--- config.mk ---
export PLATFORM = sky130hd
export DESIGN_NAME = cska_serial_subtractor
export DESIGN_NICKNAME = d
export VERILOG_FILES = /design/src/rtl/cska_serial_subtractor.sv
export SDC_FILE = /design/constraint.sdc
export NUM_CORES = 1
export LEC_CHECK = 0
export ABC_CLOCK_PERIOD_IN_PS = 9400
export BUFFER_PORTS_ARGS = -buffer_cell sky130_fd_sc_hd__buf_2
export CELL_PAD_IN_SITES_DETAIL_PLACEMENT = 2
export CELL_PAD_IN_SITES_GLOBAL_PLACEMENT = 2
export CORE_ASPECT_RATIO = 1.25
export CORE_MARGIN = 2
export CORE_UTILIZATION = 37
export CTS_BUF_LIST = sky130_fd_sc_hd__clkbuf_4 sky130_fd_sc_hd__clkbuf_8 sky130_fd_sc_hd__clkbuf_16
export CTS_CLUSTER_SIZE = 8
export DETAILED_ROUTE_END_ITERATION = 7
export PLACE_DENSITY_LB_ADDON = 0.1
export SYNTH_ARGS = -nofsm -noshare
export SYNTH_HDL_FRONTEND = slang
export SYNTH_SLANG_ARGS = --single-unit
--- constraint.sdc ---
create_clock -name clk -period 9.4 [get_ports clk]
set_clock_uncertainty 0.2 [all_clocks]
set_input_delay 0.47 -clock clk [delete_from_list [all_inputs] [get_ports clk]]
set_output_delay 0.47 -clock clk [all_outputs]
set_load 0.02 [all_outputs]
--- src/rtl/cska_serial_subtractor.sv ---
// cska_serial_subtractor
//   Block-serial borrow-skip subtractor: Diff = A - B - Bin, processed one
//   BLOCK_WIDTH slice per clock, LSB slice first. When every bit pair in a
//   slice is equal, the slice borrow-out bypasses the ripple chain and is
//   taken straight from the slice borrow-in.
//
//   Optional feature macro: CSKA_SKIP_STATS_EN (adds the skip_cnt port and
//   counter; Diff/Bout behaviour and timing are unchanged either way).
//
// Parameters
//   TOTAL_WIDTH  operand/result width (integer multiple of BLOCK_WIDTH)
//   BLOCK_WIDTH  bits processed per cycle; NBLK = TOTAL_WIDTH/BLOCK_WIDTH
//
// Ports
//   clk        rising-edge clock
//   rst        asynchronous active-high reset
//   in_valid   operands valid            in_ready   idle, able to accept
//   A, B, Bin  minuend, subtrahend, borrow-in
//   out_valid  result valid              out_ready  consumer accepts result
//   Diff       (A - B - Bin) mod 2^TOTAL_WIDTH
//   Bout       final borrow (A < B + Bin, unsigned)
//   skip_cnt   slices whose borrow was skipped (CSKA_SKIP_STATS_EN only)

module cska_serial_subtractor #(
    parameter int TOTAL_WIDTH = 16,
    parameter int BLOCK_WIDTH = 4
) (
    input  logic                   clk,
    input  logic                   rst,
    input  logic                   in_valid,
    output logic                   in_ready,
    input  logic [TOTAL_WIDTH-1:0] A,
    input  logic [TOTAL_WIDTH-1:0] B,
    input  logic                   Bin,
    output logic                   out_valid,
    input  logic                   out_ready,
    output logic [TOTAL_WIDTH-1:0] Diff,
`ifdef CSKA_SKIP_STATS_EN
    output logic                   Bout,
    output logic [$clog2(TOTAL_WIDTH/BLOCK_WIDTH+1)-1:0] skip_cnt
`else
    output logic                   Bout
`endif
);

    localparam int NBLK  = TOTAL_WIDTH / BLOCK_WIDTH;
    localparam int IDXW  = (NBLK > 1) ? $clog2(NBLK) : 1;
    localparam int BASEW = (TOTAL_WIDTH > 1) ? $clog2(TOTAL_WIDTH) : 1;

    typedef enum logic [1:0] {
        IDLE,
        RUN,
        DONE
    } state_t;

    state_t state, state_nxt;

    logic [TOTAL_WIDTH-1:0] a_q;
    logic [TOTAL_WIDTH-1:0] b_q;
    logic                   br_q;      // borrow into the current slice
    logic [IDXW-1:0]        blk_idx;
    logic                   last_blk;

    logic [BASEW-1:0]       slice_base;
    logic [BLOCK_WIDTH-1:0] slice_a;
    logic [BLOCK_WIDTH-1:0] slice_b;
    logic [BLOCK_WIDTH-1:0] slice_d;
    logic                   ripple_br;
    logic                   slice_pb;
    logic                   slice_bout;

    assign in_ready = (state == IDLE);
    assign last_blk = (blk_idx == IDXW'(NBLK - 1));

    // ------------------------------------------------------------------
    // State register and next-state decode
    // ------------------------------------------------------------------
    always_ff @(posedge clk or posedge rst) begin
        if (rst) begin
            state <= IDLE;
        end else begin
            state <= state_nxt;
        end
    end

    always_comb begin
        state_nxt = state;
        case (state)
            IDLE:    if (in_valid)  state_nxt = RUN;
            RUN:     if (last_blk)  state_nxt = DONE;
            DONE:    if (out_ready) state_nxt = IDLE;
            default: state_nxt = IDLE;
        endcase
    end

    // ------------------------------------------------------------------
    // Slice arithmetic
    // ------------------------------------------------------------------
    always_comb begin
        slice_base = BASEW'(blk_idx) * BASEW'(BLOCK_WIDTH);
        slice_a    = a_q[slice_base +: BLOCK_WIDTH];
        slice_b    = b_q[slice_base +: BLOCK_WIDTH];
        slice_d    = '0;
        ripple_br  = br_q;
        for (int unsigned i = 0; i < BLOCK_WIDTH; i++) begin
            slice_d[i] = slice_a[i] ^ slice_b[i] ^ ripple_br;
            ripple_br  = (~slice_a[i] & slice_b[i]) |
                         (~(slice_a[i] ^ slice_b[i]) & ripple_br);
        end
        // All bit pairs equal: the ripple just forwards the borrow-in, so the
        // bypass yields the same value with a single mux of depth.
        slice_pb   = &(~(slice_a ^ slice_b));
        slice_bout = slice_pb ? br_q : ripple_br;
    end

    // ------------------------------------------------------------------
    // Datapath registers
    // ------------------------------------------------------------------
    always_ff @(posedge clk or posedge rst) begin
        if (rst) begin
            a_q       <= '0;
            b_q       <= '0;
            br_q      <= 1'b0;
            blk_idx   <= '0;
            Diff      <= '0;
            Bout      <= 1'b0;
            out_valid <= 1'b0;
        end else begin
            case (state)
                IDLE: begin
                    if (in_valid) begin
                        a_q     <= A;
                        b_q     <= B;
                        br_q    <= Bin;
                        blk_idx <= '0;
                        Diff    <= '0;
                    end
                end
                RUN: begin
                    Diff[slice_base +: BLOCK_WIDTH] <= slice_d;
                    br_q <= slice_bout;
                    if (last_blk) begin
                        Bout      <= slice_bout;
                        out_valid <= 1'b1;
                    end else begin
                        blk_idx <= blk_idx + IDXW'(1);
                    end
                end
                DONE: begin
                    if (out_ready) begin
                        out_valid <= 1'b0;
                    end
                end
                default: ;
            endcase
        end
    end

`ifdef CSKA_SKIP_STATS_EN
    always_ff @(posedge clk or posedge rst) begin
        if (rst) begin
            skip_cnt <= '0;
        end else if (state == IDLE && in_valid) begin
            skip_cnt <= '0;
        end else if (state == RUN && slice_pb) begin
            skip_cnt <= skip_cnt + 1'b1;
        end
    end
`endif

endmodule

==> flow_metrics.tcl <==
set metrics [dict create \
    clk_latency_ns 0.31 \
    drive_gt1_share_pct 22.7 \
    layout_commonest_cell "nand2_1" \
    finalCritPeriodShare_pct 37.7 \
    yosysUniqueCellTypes 31 \
    place_hpwl_mm 4.91 \
    worstMarginPinSlew_ns 1.18 \
    antenna_found_initial 0 \
    ioPinCount 56 \
    slew_headroom_pct 21.3 \
    die_height_microns 98.7 \
    cap_violations 0 \
    rsz0062_at_grt "no" \
    grt_usage_pct 18.6 \
    wl_per_cell_microns 16.6 \
    synth_area_sq_um 2650 \
    grt_pass1_wl_mm 11.3 \
    crit_path_max_fanout 16 \
    syn_area_per_cell_sq_um 10.4 \
    p_leak_uw 0.00166 \
    layout_setup_ws_ns 5.86 \
    grtUsageMet3_pct 3.39 \
    crit_required_ns 9.44 \
    min_from "A[9]" \
    drt_wl_total_mm 6.62 \
    synthCells 255 \
    yosysTopAreaCell "dfrtp_1" \
    placementRows 34 \
    drc 0 \
    tns_ns 0 \
    start_util_pct 38.3 \
    cp_common_cell "fa_1" \
    drt_first_pass_iters 4 \
    die_w_microns 79.7 \
    endpoint_kind "flop" \
    worstHoldPathType "in2reg" \
    final_max_slew_viol_count 0 \
    critical_path_class "reg2reg" \
    r2r_start "blk_idx[0]" \
    yosysWarningCount 0 \
    hold_depth 3 \
    syn_to_final_growth_pct 16.5 \
    cpPeakStageDelay_ns 0.78 \
    status "completed" \
    die_area_sq_um 7870 \
    cts_setup_buffers 0 \
    cts.clk_slew.worst_paths_ns 0.10 \
    synth_top_area_share_pct 51.9 \
    dp_slack_ns 5.86 \
    finalInstanceArea_sq_um 3090 \
    overflow 0 \
    cpLargestDelayFamily "adder cells" \
    clock_tree.root_cell "clkbuf_8" \
    seq_area_frac_synth_pct 51.9 \
    postPlaceCellArea_sq_um 3000 \
    cts_max_level 2 \
    ff_latch_area_sq_um 1380 \
    gr-max-usage-layer "met2" \
    synth-async-reset-ratio_pct 100 \
    final_hold_viol_count 0 \
    grt_use_met2_pct 33.9 \
    synth_nets 304 \
    synth-main-ff-cell "dfrtp_1" \
    fmax_mhz 283 \
    nFillCells 756 \
    cts-buffers-inserted 5 \
    viasPerCell 5.06 \
    cts_hold_buffers 0 \
    r2r-end "Diff[7]" \
    routabilityCongestion 0.807 \
    fin_crit_ns 3.54 \
    path_cells "mux4_1 -> inv_1 -> fa_1 -> inv_1 -> fa_1 -> fa_1 -> inv_1 -> fa_1 -> o2bb2ai_1" \
    grt_pass1_vias 2235 \
    drtIter0Drc 54 \
    multi_input_area_sq_um 1170 \
    synthTopCellsByArea "dfrtp_1 52%, nand2_1 14%, mux4_1 7.9%" \
    r2r_setup_slack_ns 5.86 \
    grt.met1_usage_pct 22.7 \
    critPathArrivalTime_ns 3.58 \
    final_core_util_pct 44.6 \
    synth_edf_count 0 \
    grt_max_degree 56 \
    finalNetCount 356 \
    peakVddDrop_v 0.000158 \
    cts-resized-gates 0 \
    ant_nets 0 \
    crit_buf_inv 3 \
    setup_violations 0 \
    hold_end "a_q[9]" \
    diodes 0 \
    reg2regPathDepth 9 \
    final_cell_mix "101 x nand2_1, 55 x dfrtp_1, 55 x buf_2" \
    io_buffers 55 \
    hold_slack_ns 0.145 \
    ys_seq_elements 55 \
    core_area_sq_um 6930 \
    cts_sinks 55 \
    cp_slowest_cell "dfrtp_1" \
    critPathLaunchType "flop" \
    cts_tree "done" \
    vias 2013 \
    pwr_density_cell_nw_per_um2 383 \
    clock_path_buffers 2 \
]
[flip-flops by register name (all words and copies together), names as in the netlist]
| name | flops |
|---|---|
| Bout | 1 |
| b_q | 16 |
| a_q | 16 |
| Diff | 16 |
| blk_idx | 2 |
| state | 2 |
| br_q | 1 |
| out_valid | 1 |
[tightest hold or removal path, cell delays in order]
cell	delay (ns)
buf_2	0.07
nand2_1	0.04
nand2_1	0.04
[per-stage QoR]
step	total power, uW	std cells
2_1_floorplan	853	255
3_3_place_gp	1030	390
3_5_place_dp	1070	390
4_1_cts	1210	398
5_1_grt	1300	398
6_report	1180	398
[synthesized netlist by cell type (2+ instances only)]
cell and number:
dfrtp_1 55, fa_1 4, clkbuf_1 5, and3_1 3
nand2b_1 2, o2bb2ai_1 9, a21oi_1 3, o21ai_0 3
a21o_1 4, inv_1 14, mux4_1 8, nand2_1 101
nand3_1 3, ha_1 8, nor2_1 3, mux2i_1 2
buf_2 6, a22o_1 9
[cell type report]
type	instances	area share (%)
Clock buffer	7	2.71
Clock inverter	1	0.162
Inverter	14	1.70
Multi-Input combinational cell	174	37.9
Sequential cell	55	44.5
Tap cell	90	3.64
Timing Repair Buffer	57	9.39
[cells by family (layout without fill, tap and decap cells)]
family          after synthesis  after routing  share of synthesized area [%]
compound gates               31             31                           8.96
fa+ha+maj                    12             12                           6.79
buf+inv                      26             79                           4.25
flops                        55             55                           51.9
mux                          10             10                           8.68
simple gates                121            121                           19.4
[how the worst max path moves through the flow]
stage                     slack [ns]        to  startpoint  depth (start not counted)
after floorplan                 6.31  Diff[11]  blk_idx[0]                         10
after global placement          5.98   Diff[7]  blk_idx[0]                          9
final                           5.86   Diff[7]  blk_idx[0]                          9
after CTS                       5.81  Diff[11]  blk_idx[0]                          9
after global routing            5.65  Diff[11]  blk_idx[0]                          9
after detailed placement        5.86  Diff[11]  blk_idx[0]                          9
[report_power, final]
group / internal, uW / switching [uW] / total [uW]
Sequential: 339 / 89.4 / 428
Clock: 58.4 / 76.1 / 134
Combinational: 252 / 368 / 619
Total: 649 / 533 / 1180
[layer usage]
metal | part of all wire [%] | vias to the layer above
met5 | 0 | -
met4 | 0.98 | 0
met3 | 3.0 | 5
met2 | 54 | 32
met1 | 42 | 1024
li1 | - | 952
(Power assumes the default switching activity.)
